**config.mk**
```make
export PLATFORM = sky130hd
export DESIGN_NAME = uart_frame_parser
export DESIGN_NICKNAME = d
export VERILOG_FILES = /design/src/rtl/uart_frame_parser.sv
export SDC_FILE = /design/constraint.sdc
export NUM_CORES = 1
export LEC_CHECK = 0
export CORE_ASPECT_RATIO = 0.7
export CORE_MARGIN = 4
export CORE_UTILIZATION = 55
export DETAILED_ROUTE_END_ITERATION = 6
export GPL_TIMING_DRIVEN = 0
export PLACE_DENSITY = 0.74
export SETUP_SLACK_MARGIN = 0.02
export SLEW_MARGIN = 20
export SYNTH_ARGS = -nofsm -noshare
export SYNTH_HDL_FRONTEND = slang
export SYNTH_SLANG_ARGS = --single-unit
```
**constraint.sdc**
```tcl
create_clock -name clk -period 3.9 [get_ports clk]
set_input_delay 0.585 -clock clk [delete_from_list [all_inputs] [get_ports clk]]
set_output_delay 0.585 -clock clk [all_outputs]
set_load 0.05 [all_outputs]
```
**src/rtl/uart_frame_parser.sv**
```systemverilog
// rtl/uart_frame_parser.sv - UART byte-stream frame parser with checksum verdict and inter-byte timeout
module uart_frame_parser #(
    parameter logic [7:0]  HEAD0       = 8'h55,
    parameter logic [7:0]  HEAD1       = 8'hAA,
    parameter logic [7:0]  MAX_LEN     = 8'd16,
    parameter logic [31:0] TIMEOUT_CYC = 32'd50_000
) (
    input  logic       clk,
    input  logic       rst_n,
    input  logic       op_flag,
    input  logic [7:0] op_data,
    output logic [7:0] pl_data,
    output logic       pl_flag,
    output logic       pl_last,
    output logic       frame_ok,
    output logic       frame_err,
    output logic [1:0] err_code,
    output logic [7:0] frame_cnt
);

    typedef enum logic [2:0] {
        S_IDLE,
        S_HEAD,
        S_LEN,
        S_DATA,
        S_CSUM
    } state_t;

    localparam logic [31:0] TMO_LAST = TIMEOUT_CYC - 32'd1;

    state_t      state, state_nxt;
    logic [7:0]  len_q, len_nxt;
    logic [7:0]  cnt_q, cnt_nxt;
    logic [7:0]  csum_q, csum_nxt;
    logic [31:0] tmo_q, tmo_nxt;
    logic [7:0]  pl_data_nxt;
    logic        pl_flag_nxt;
    logic        pl_last_nxt;
    logic        frame_ok_nxt;
    logic        frame_err_nxt;
    logic [1:0]  err_code_nxt;
    logic [7:0]  frame_cnt_nxt;
    logic        tmo_hit;

    // A stalled frame expires only when no byte arrives on the terminal-count cycle.
    assign tmo_hit = (state != S_IDLE) && !op_flag && (tmo_q == TMO_LAST);

    // State, datapath and registered outputs.
    always_ff @(posedge clk or negedge rst_n) begin
        if (!rst_n) begin
            state     <= S_IDLE;
            len_q     <= 8'd0;
            cnt_q     <= 8'd0;
            csum_q    <= 8'd0;
            tmo_q     <= 32'd0;
            pl_data   <= 8'd0;
            pl_flag   <= 1'b0;
            pl_last   <= 1'b0;
            frame_ok  <= 1'b0;
            frame_err <= 1'b0;
            err_code  <= 2'b00;
            frame_cnt <= 8'd0;
        end else begin
            state     <= state_nxt;
            len_q     <= len_nxt;
            cnt_q     <= cnt_nxt;
            csum_q    <= csum_nxt;
            tmo_q     <= tmo_nxt;
            pl_data   <= pl_data_nxt;
            pl_flag   <= pl_flag_nxt;
            pl_last   <= pl_last_nxt;
            frame_ok  <= frame_ok_nxt;
            frame_err <= frame_err_nxt;
            err_code  <= err_code_nxt;
            frame_cnt <= frame_cnt_nxt;
        end
    end

    // Next-state, timeout and output decode; the timeout only wins when no byte is present.
    always_comb begin
        state_nxt     = state;
        len_nxt       = len_q;
        cnt_nxt       = cnt_q;
        csum_nxt      = csum_q;
        tmo_nxt       = 32'd0;
        pl_data_nxt   = pl_data;
        pl_flag_nxt   = 1'b0;
        pl_last_nxt   = 1'b0;
        frame_ok_nxt  = 1'b0;
        frame_err_nxt = 1'b0;
        err_code_nxt  = err_code;
        frame_cnt_nxt = frame_cnt;

        if (state != S_IDLE && !op_flag) begin
            tmo_nxt = tmo_q + 32'd1;
        end

        if (tmo_hit) begin
            state_nxt     = S_IDLE;
            tmo_nxt       = 32'd0;
            frame_err_nxt = 1'b1;
            err_code_nxt  = 2'b11;
        end else if (op_flag) begin
            case (state)
                S_IDLE: begin
                    if (op_data == HEAD0) state_nxt = S_HEAD;
                end
                S_HEAD: begin
                    if (op_data == HEAD1)      state_nxt = S_LEN;
                    else if (op_data == HEAD0) state_nxt = S_HEAD;
                    else                       state_nxt = S_IDLE;
                end
                S_LEN: begin
                    if (op_data != 8'd0 && op_data <= MAX_LEN) begin
                        len_nxt   = op_data;
                        csum_nxt  = op_data;
                        cnt_nxt   = 8'd0;
                        state_nxt = S_DATA;
                    end else begin
                        frame_err_nxt = 1'b1;
                        err_code_nxt  = 2'b01;
                        state_nxt     = S_IDLE;
                    end
                end
                S_DATA: begin
                    pl_data_nxt = op_data;
                    pl_flag_nxt = 1'b1;
                    csum_nxt    = csum_q + op_data;
                    cnt_nxt     = cnt_q + 8'd1;
                    if (cnt_q + 8'd1 == len_q) begin
                        pl_last_nxt = 1'b1;
                        state_nxt   = S_CSUM;
                    end
                end
                S_CSUM: begin
                    if (op_data == csum_q) begin
                        frame_ok_nxt  = 1'b1;
                        frame_cnt_nxt = frame_cnt + 8'd1;
                    end else begin
                        frame_err_nxt = 1'b1;
                        err_code_nxt  = 2'b10;
                    end
                    state_nxt = S_IDLE;
                end
                default: state_nxt = S_IDLE;
            endcase
        end
    end

endmodule

```
======== Word level (Yosys, flattened, before mapping) ========
Index checks and enable logic that the tools add are counted.
word-level totals
  flip-flop bits (word level) ............. 81
  bits of input ports ..................... 11
  output and inout bits ................... 22
  word-level logic and storage cells ...... 83
cells by class
  add/sub/neg operators ................... 4
  $lt $le $gt $ge ......................... 1
  equal/unequal tests ..................... 14
  multiplexer cells ....................... 35
  bitwise logic cells ..................... 1
  reductions and logical operators ........ 16
operators by type and width
  kind                                                  number
  2-to-1 mux 32 bit                                     2
  adder 32 x 1 -> 32 bit (second input constant)        1
  == test 32 x 16 -> 1 bit (second input constant)      1
  one-hot mux 8 bit (2 select lines)                    2
  adder 8 x 1 -> 8 bit (second input constant)          2
  == test 8 bit                                         2
  2-to-1 mux 1 bit                                      16
  2-to-1 mux 8 bit                                      2
  AND reduction 4 bit                                   4
  2-to-1 mux 2 bit                                      6
  2-to-1 mux 3 bit                                      4
  != test 3 bit (second input constant)                 4
  one-hot mux 3 bit (4 select lines)                    1
  adder 8 bit                                           1
  == test 8 x 7 -> 1 bit (second input constant)        1
  == test 8 bit (second input constant)                 1
  <= comparator 8 x 5 -> 1 bit (second input constant)  1
  nonzero test 8 bit                                    1
  == test 3 x 2 -> 1 bit (second input constant)        2
  AND reduction 3 bit                                   2
  nonzero test 3 bit                                    2
  one-hot mux 2 bit (2 select lines)                    1
  nonzero test 2 bit                                    2
  == test 3 x 1 -> 1 bit (second input constant)        1
  other kinds (7)                                       9

======== Longest topological paths before layout ========
Gate-level depths: netlist of run 1.
  word-level depth ........................ 6
  gate-level depth with buffers ........... 9
  mapped depth without buffers ............ 9

======== Least setup slack after synthesis of run 1 ========
OpenSTA, ideal clock, no wires.
  path kind ............................... input -> register
  start ................................... input op_data[3]
  end ..................................... register frame_cnt[7]
  setup time .............................. 0.082 ns
  data arrival time ....................... 2.156 ns
  data required time ...................... 3.818 ns
  slack ................................... 1.662 ns
  cell stages on the path ................. 7
  buffers on the path ..................... 0
  cell sequence ........................... ha_1 > nor4_4 > nand3_2 > nor4_4 > nand4_2 > nor2_2 > xor2_1
between the ends
  word-level cells in the longest chain between the ends .. 2
ends and longest elaborated chain
  what                                  line  RTL
  from (decl)                           11    input logic [7:0] op_data,
  == test 8 bit                         136   if (op_data == csum_q) begin
  AND reduction 4 bit (no source line)  -
  to (signal assigned)                  75    frame_cnt <= frame_cnt_nxt;
  to (decl)                             18    output logic [7:0] frame_cnt
Every way passes these cells.
A chain may end at the register's enable or synchronous reset.

======== Worst setup path after layout of run 1 ========
  start ................................... input op_data[5]
  end ..................................... register frame_cnt[7]
The elaborated chain is that of the path after synthesis.

==> results.json, run 1 <==
{
  "outcome": "finished, final reports clean",
  "rsz_0062_raised_after_global_routing": "no",
  "synth.most_common_cell": "sky130_fd_sc_hd__dfrtp_1",
  "number_of_global_route_vias_before_repair": 3237,
  "internal-power_w": 0.001388,
  "yosys_warnings": 0,
  "detailedPlacementHpwl_um": 6734,
  "io-pin-count": 33,
  "grt-ovfl-total": 0,
  "hold_path.class": "in -> async",
  "fill_cells": 589,
  "route.detailed.wl_per_inst_um": 15.71,
  "cts_inserted_buffers": 9,
  "timing.setup.tns_ns": 0,
  "cts.path.max_buffers": 2,
  "path_clk_slew_ns": 0.06,
  "cell_depth_of_the_worst_flop_to_flop_path": 7,
  "ys_dominant_reg_cell": "sky130_fd_sc_hd__dfrtp_1",
  "critPathArrivalTime_ns": 3.01,
  "core_um2": 7482,
  "area_delta_synth_final_pct": 17.84,
  "synth.avg_cell_area_um2": 9.776,
  "maxClockFrequency_mhz": 364.0,
  "clock-sinks": 81,
  "ys_top_cells_by_count": "81 x sky130_fd_sc_hd__dfrtp_1, 52 x sky130_fd_sc_hd__nand2_1, 45 x sky130_fd_sc_hd__nor2_1",
  "ys_seq_area_frac": 0.4670,
  "slowest_stage_cell_cp": "sky130_fd_sc_hd__clkdlybuf4s50_1",
  "synth-edff-count": 0,
  "synthDominantAreaCellType": "sky130_fd_sc_hd__dfrtp_1",
  "critical-path-top-delay-family": "simple AND/OR/NAND/NOR gates",
  "worst_setup_path_start_kind": "input pin",
  "vertical_extent_of_the_die_um": 82.33,
  "detailedRoute.firstPassIterationCount": 7,
  "antenna_cells_inserted": 0,
  "grt_max_degree": 58,
  "htreeDepth": 3,
  "cellLeakagePower_nw": 2.204,
  "switching_part_of_the_total": 0.2259,
  "clock-skew-final_ns": 0.007315,
  "setup-violations-final": 0,
  "grt.total_usage": 0.2182,
  "critical_path_depth": 8,
  "mappedNetlistNets": 466,
  "floorplan.initialDensity": 0.5801,
  "worst-r2r-setup-slack_ns": 1.62,
  "finalCriticalPeriod_ns": 2.747,
  "p_clk_frac": 0.477,
  "chipWidth_um": 114.2,
  "final_critical_path_share_of_the_clock_period": 0.7044,
  "max_slew.worst_pin.slew_ns": 0.5300,
  "number_of_instances_resized_during_post_cts_repair": 0,
  "hold_viol_final": 0,
  "grt_antenna_before_repair": 0,
  "post-route-util": 0.6836,
  "share_of_power_burned_in_combinational_logic": 0.051,
  "cts_hold_buf": 0,
  "num_vias": 3314,
  "netlist-cell-type-count": 62,
  "endpoint_kind": "flip-flop",
  "async_reset_ff_frac": 1.000,
  "dr.first_iter.drc_count": 231,
  "clock_tree_from_tritoncts": "built",
  "post-cts-setup-buffers": 0,
  "peakVddDrop_uv": 315.4,
  "worst_path_required_ns": 4.16,
  "relative_contribution_of_sequential_cells_to_total_power": 0.473,
  "synthesis.instances": 444,
  "ctsRootBufferMaster": "sky130_fd_sc_hd__clkbuf_16",
  "slew-limit-headroom": 0.6456,
  "p_switching_w": 0.0004052,
  "post-layout-total-power_w": 0.001794,
  "fraction_of_post_synthesis_cell_area_in_the_top_cell_type_by_area": 0.4670,
  "worst_r2r_endpoint": "frame_cnt[7]",
  "post-route-drc-count": 0,
  "post_synth_main_area_contributors": "sky130_fd_sc_hd__dfrtp_1 47%, sky130_fd_sc_hd__xnor2_1 6.1%, sky130_fd_sc_hd__nand2_1 4.5%, sky130_fd_sc_hd__nor2_1 3.9%, sky130_fd_sc_hd__xor2_1 3.2%",
  "grt_pass1_wl_um": 15760,
  "clk-insertion-delay-late_ns": 0.34,
  "avgViaCountPerCell": 5.607,
  "critical-path-max-stage-delay_ns": 0.56,
  "design.die.area_um2": 9400,
  "place.port_buffers": 32,
  "worst-path-buf-inv": 1,
  "crit_type": "in -> reg",
  "drt_wl_total_um": 9287,
  "power_per_cell_area_nw_per_um2": 350.7,
  "critical_path.cell_chain": "clkdlybuf4s50_1 > ha_1 > nor3_1 > nand3_2 > nor4_4 > nand4_2 > nor2_2 > xor2_1",
  "design.final.nets": 510,
  "layout-drive-gt1-share": 0.1136,
  "yosys_register_bits": 81,
  "maxCapViolCount": 0,
  "route.antenna.remaining_nets": 0,
  "synth_area_um2": 4340,
  "place_congestion": 0.8470,
  "floorplan.rows": 26,
  "timing.rr.start": "csum_q[2]",
  "timing.critical_path.fanout_max": 8,
  "report.final.slew_viol_count": 0
}
power groups by stage:
stage | combinational, W | clock (W) | sequential [W]
floorplan | 0.0000420 | 0 | 0.000862
global placement | 0.0000864 | 0 | 0.000863
detailed placement | 0.0000910 | 0 | 0.000863
CTS | 0.0000915 | 0.000870 | 0.000848
global route | 0.000101 | 0.000912 | 0.000847
finish | 0.0000906 | 0.000855 | 0.000848
how the worst max path moves through the flow:
stage                           from            to  slack, ns
after CTS                 op_data[2]  frame_cnt[7]       1.15
after detailed placement  op_data[2]  frame_cnt[7]       0.80
after global placement         rst_n      len_q[2]      -0.67
after global routing      op_data[2]  frame_cnt[7]       0.93
after floorplan           op_data[3]  frame_cnt[7]       1.66
final                     op_data[5]  frame_cnt[7]       1.15
sequential cells by signal (all words and copies together), names as in the netlist:
name and cells:
frame_cnt 8, state 3, pl_last 1, tmo_q 32, frame_err 1, frame_ok 1, pl_flag 1, len_q 8
pl_data 8, csum_q 8, err_code 2, cnt_q 8
layer usage:
layer,vias up,part of all wire,track usage
li1,1635,-,-
met1,1587,0.50,0.3133
met2,82,0.42,0.3207
met3,10,0.067,0.06336
met4,0,0.013,0.06880
met5,-,0,0
kinds of logic (layout without fill, tap and decap cells):
family | after synthesis | after routing | synth area share
and+or+nand+nor | 199 | 199 | 0.2528
DFF | 81 | 81 | 0.4670
AOI/OAI and AO/OA | 64 | 64 | 0.09426
xor gates and xnor gates | 46 | 46 | 0.09282
buffers and inverters | 34 | 83 | 0.03690
adders and majority gates | 11 | 11 | 0.03344
muxes | 9 | 9 | 0.02277
through the flow:
step	setup WS (ns)	hold slack [ns]	cells	area, um2
after floorplan	1.662	0.2894	444	4340
after global placement	-0.6657	0.4466	574	4783
after detailed placement	0.7975	0.4532	575	4808
after CTS	1.150	0.1486	591	5115
after global routing	0.9280	0.1678	591	5115
final	1.153	0.1464	591	5115
layout make-up:
cell class | count | area [um2] | share of cell area
plain buffers | 16 | 92.59 | 0.01810
clock inverters | 6 | 67.56 | 0.01321
repair buffers | 33 | 345.3 | 0.06751
inverters | 18 | 67.56 | 0.01321
multi-input cells | 329 | 2153 | 0.4210
flip-flops and latches | 81 | 2027 | 0.3963
well taps | 98 | 122.6 | 0.02397
clock buffers | 10 | 239.0 | 0.04672
placed cells by master, fill, tap and decap left out, types with 12 or more instances in the layout:
master,count
sky130_fd_sc_hd__clkdlybuf4s50_1,31
sky130_fd_sc_hd__inv_1,17
sky130_fd_sc_hd__nor3_1,12
sky130_fd_sc_hd__nor2_1,45
sky130_fd_sc_hd__nand2_1,52
sky130_fd_sc_hd__xnor2_1,30
sky130_fd_sc_hd__xor2_1,16
sky130_fd_sc_hd__o21ai_0,22
sky130_fd_sc_hd__nand3_1,13
sky130_fd_sc_hd__dfrtp_1,81
worst register-to-register path, cell delays in order, from the launching register on:
cell and delay [ns]:
sky130_fd_sc_hd__dfrtp_1 0.40, sky130_fd_sc_hd__ha_1 0.34, sky130_fd_sc_hd__nor3_1 0.37, sky130_fd_sc_hd__nand3_2 0.14
sky130_fd_sc_hd__nor4_4 0.46, sky130_fd_sc_hd__nand4_2 0.20, sky130_fd_sc_hd__nor2_2 0.14, sky130_fd_sc_hd__xor2_1 0.16
No activity file was read; power rests on OpenSTA's default activity.
==> run 2, diff against run 1 <==
==> constraint.sdc (replaced) <==
create_clock -name clk -period 2.8 [get_ports clk]
set_input_delay 0.42 -clock clk [delete_from_list [all_inputs] [get_ports clk]]
set_output_delay 0.42 -clock clk [all_outputs]
set_load 0.05 [all_outputs]
==> run 2 against run 1 <==
Against the previous run: non-clock buffer count rose by 1; total power is 40% higher; combinational power up 40%; core utilization grew 0.13 points; worst hold slack improved by 0.31 ns; count of clock-buffer cells in the layout did not move; worst setup slack lost 0.89 ns; cell count is 0.17% higher; largest cell class unchanged.
==> results.json, run 2 (same netlist as run 1, synthesis figures left out) <==
{
  "floorplan.rows": 26,
  "cts_inserted_buffers": 9,
  "setup-violations-final": 0,
  "slew-limit-headroom": 0.6410,
  "htreeDepth": 3,
  "internal-power_w": 0.001935,
  "critical-path-max-stage-delay_ns": 0.67,
  "post-route-drc-count": 0,
  "postPlaceCellArea_um2": 4808,
  "finalCriticalPeriod_ns": 2.533,
  "detailedPlacementHpwl_um": 6734,
  "endpoint_kind": "flip-flop",
  "final_cells": 592,
  "switching_part_of_the_total": 0.2273,
  "critical_path.cell_chain": "clkdlybuf4s50_1 > ha_1 > inv_1 > fa_1 > nor2b_1 > o21ai_0 > a21boi_1 > o21a_1 > o21ai_0 > a32o_1",
  "path_clk_slew_ns": 0.06,
  "drt_wl_total_um": 9240,
  "post-route-worst-setup-slack_ns": 0.2668,
  "chipWidth_um": 114.2,
  "avgViaCountPerCell": 5.593,
  "relative_contribution_of_sequential_cells_to_total_power": 0.471,
  "route.detailed.wl_per_inst_um": 15.61,
  "final_cell_area_um2": 5125,
  "antenna_cells_inserted": 0,
  "max_slew.worst_pin.slew_ns": 0.5368,
  "rsz_0062_raised_after_global_routing": "no",
  "largest_reg_flops": 32,
  "vertical_extent_of_the_die_um": 82.33,
  "timing.critical_path.fanout_max": 7,
  "clock-skew-final_ns": 0.008823,
  "grt_max_degree": 58,
  "path_common_cell": "sky130_fd_sc_hd__o21ai_0",
  "clock-sinks": 81,
  "post-layout-total-power_w": 0.002504,
  "p_clk_frac": 0.478,
  "slowest_stage_cell_cp": "sky130_fd_sc_hd__clkdlybuf4s50_1",
  "worst_path_required_ns": 3.03,
  "power_per_cell_area_nw_per_um2": 488.6,
  "area_delta_synth_final_pct": 18.07,
  "critPathArrivalTime_ns": 2.76,
  "share_of_power_burned_in_combinational_logic": 0.051,
  "hold_path.class": "reg -> reg",
  "placement.setup.worst_slack_ns": -0.1375,
  "num_vias": 3311,
  "mostFrequentLayoutCells": "81 x sky130_fd_sc_hd__dfrtp_1, 52 x sky130_fd_sc_hd__nand2_1, 45 x sky130_fd_sc_hd__nor2_1",
  "total_instance_count_after_detailed_placement": 575,
  "route.antenna.remaining_nets": 0,
  "dr.first_iter.drc_count": 202,
  "detailedRoute.firstPassIterationCount": 4,
  "ctsRootBufferMaster": "sky130_fd_sc_hd__clkbuf_16",
  "report.final.slew_viol_count": 0,
  "place_congestion": 0.8470,
  "core_um2": 7482,
  "floorplan.initialDensity": 0.5801,
  "design.final.nets": 511,
  "final_critical_path_share_of_the_clock_period": 0.9047,
  "crit_type": "in -> reg",
  "worst_setup_path_start_kind": "input pin",
  "cellLeakagePower_nw": 2.208,
  "p_switching_w": 0.0005693,
  "design.die.area_um2": 9400,
  "clk-insertion-delay-late_ns": 0.35,
  "post-cts-setup-buffers": 0,
  "layout-drive-gt1-share": 0.1134,
  "place.port_buffers": 32,
  "number_of_global_route_vias_before_repair": 3237,
  "commonest_non_fill_non_tap_cell_in_the_layout": "sky130_fd_sc_hd__dfrtp_1",
  "max_flop_register": "tmo_q",
  "cts.path.max_buffers": 2,
  "grt.total_usage": 0.2182,
  "outcome": "finished, final reports clean",
  "peakVddDrop_uv": 438.9,
  "maxCapViolCount": 0,
  "hold_viol_final": 0,
  "clock_tree_from_tritoncts": "built",
  "whs_ns": 0.4542,
  "grt-ovfl-total": 0,
  "grt_antenna_before_repair": 0,
  "worst-r2r-setup-slack_ns": 0.59,
  "io-pin-count": 33,
  "maxClockFrequency_mhz": 394.8,
  "grt_pass1_wl_um": 15760
}
## run 2: changes by cell type in the layout (fill, tap and decap cells not counted), sizes merged
cell | before | now
dlygate4sd3 | 0 | 1
## run 2: power groups by stage
stage / registers [W] / clock network [W] / logic, W
CTS: 0.00118 / 0.00121 / 0.000128
global route: 0.00118 / 0.00127 / 0.000142
detailed placement: 0.00120 / 0 / 0.000127
floorplan: 0.00120 / 0 / 0.0000585
finish: 0.00118 / 0.00120 / 0.000127
global placement: 0.00120 / 0 / 0.000120
## run 2: area by class of cell
type / count / area [um2]
buffer: 16 / 92.59
clock buffer: 10 / 239.0
clock inverter: 6 / 67.56
fill: 587 / 2357
inverter: 18 / 67.56
multi-input combinational: 329 / 2153
sequential: 81 / 2027
tap: 98 / 122.6
timing repair buffer: 34 / 355.3
## run 2: final timing paths
check / from / endpoint / cells past startpoint
max: op_data[0] / csum_q[6] / 10
min: tmo_q[0] / tmo_q[0] / 1
max reg2reg: tmo_q[10] / tmo_q[25] / 7
min reg2reg: tmo_q[0] / tmo_q[0] / 1
max in group asynchronous: rst_n / cnt_q[2] / 3
min in group asynchronous: rst_n / tmo_q[20] / 2
## run 2: what timing repair did
item / CTS / global route
resized for setup: 0 / 0
hold buffers: 1 / 0
setup endpoints to repair: 0 / 1
hold endpoints to repair: 24 / 0
## run 2: critical path: cells and delay by family
family,cells,cell delay [ns]
and+or+nand+nor,1,0.16
AOI/OAI and AO/OA,5,0.84
buffers and inverters,2,0.73
adders and majority gates,2,0.61
## run 2: stage by stage
step,utilization,TNS (ns)
global placement,0.6393,-129.31
CTS,0.6850,0
detailed placement,0.6426,-0.3000
finish,0.6850,0
floorplan,-,0
global route,0.6850,0
## run 2: layer usage
layer  share of wire  GRT usage  vias to the layer above
met4           0.012    0.06880                        0
met5               0          0                        -
met3           0.066    0.06336                        8
met1            0.50     0.3133                     1590
li1                -          -                     1642
met2            0.42     0.3207                       71
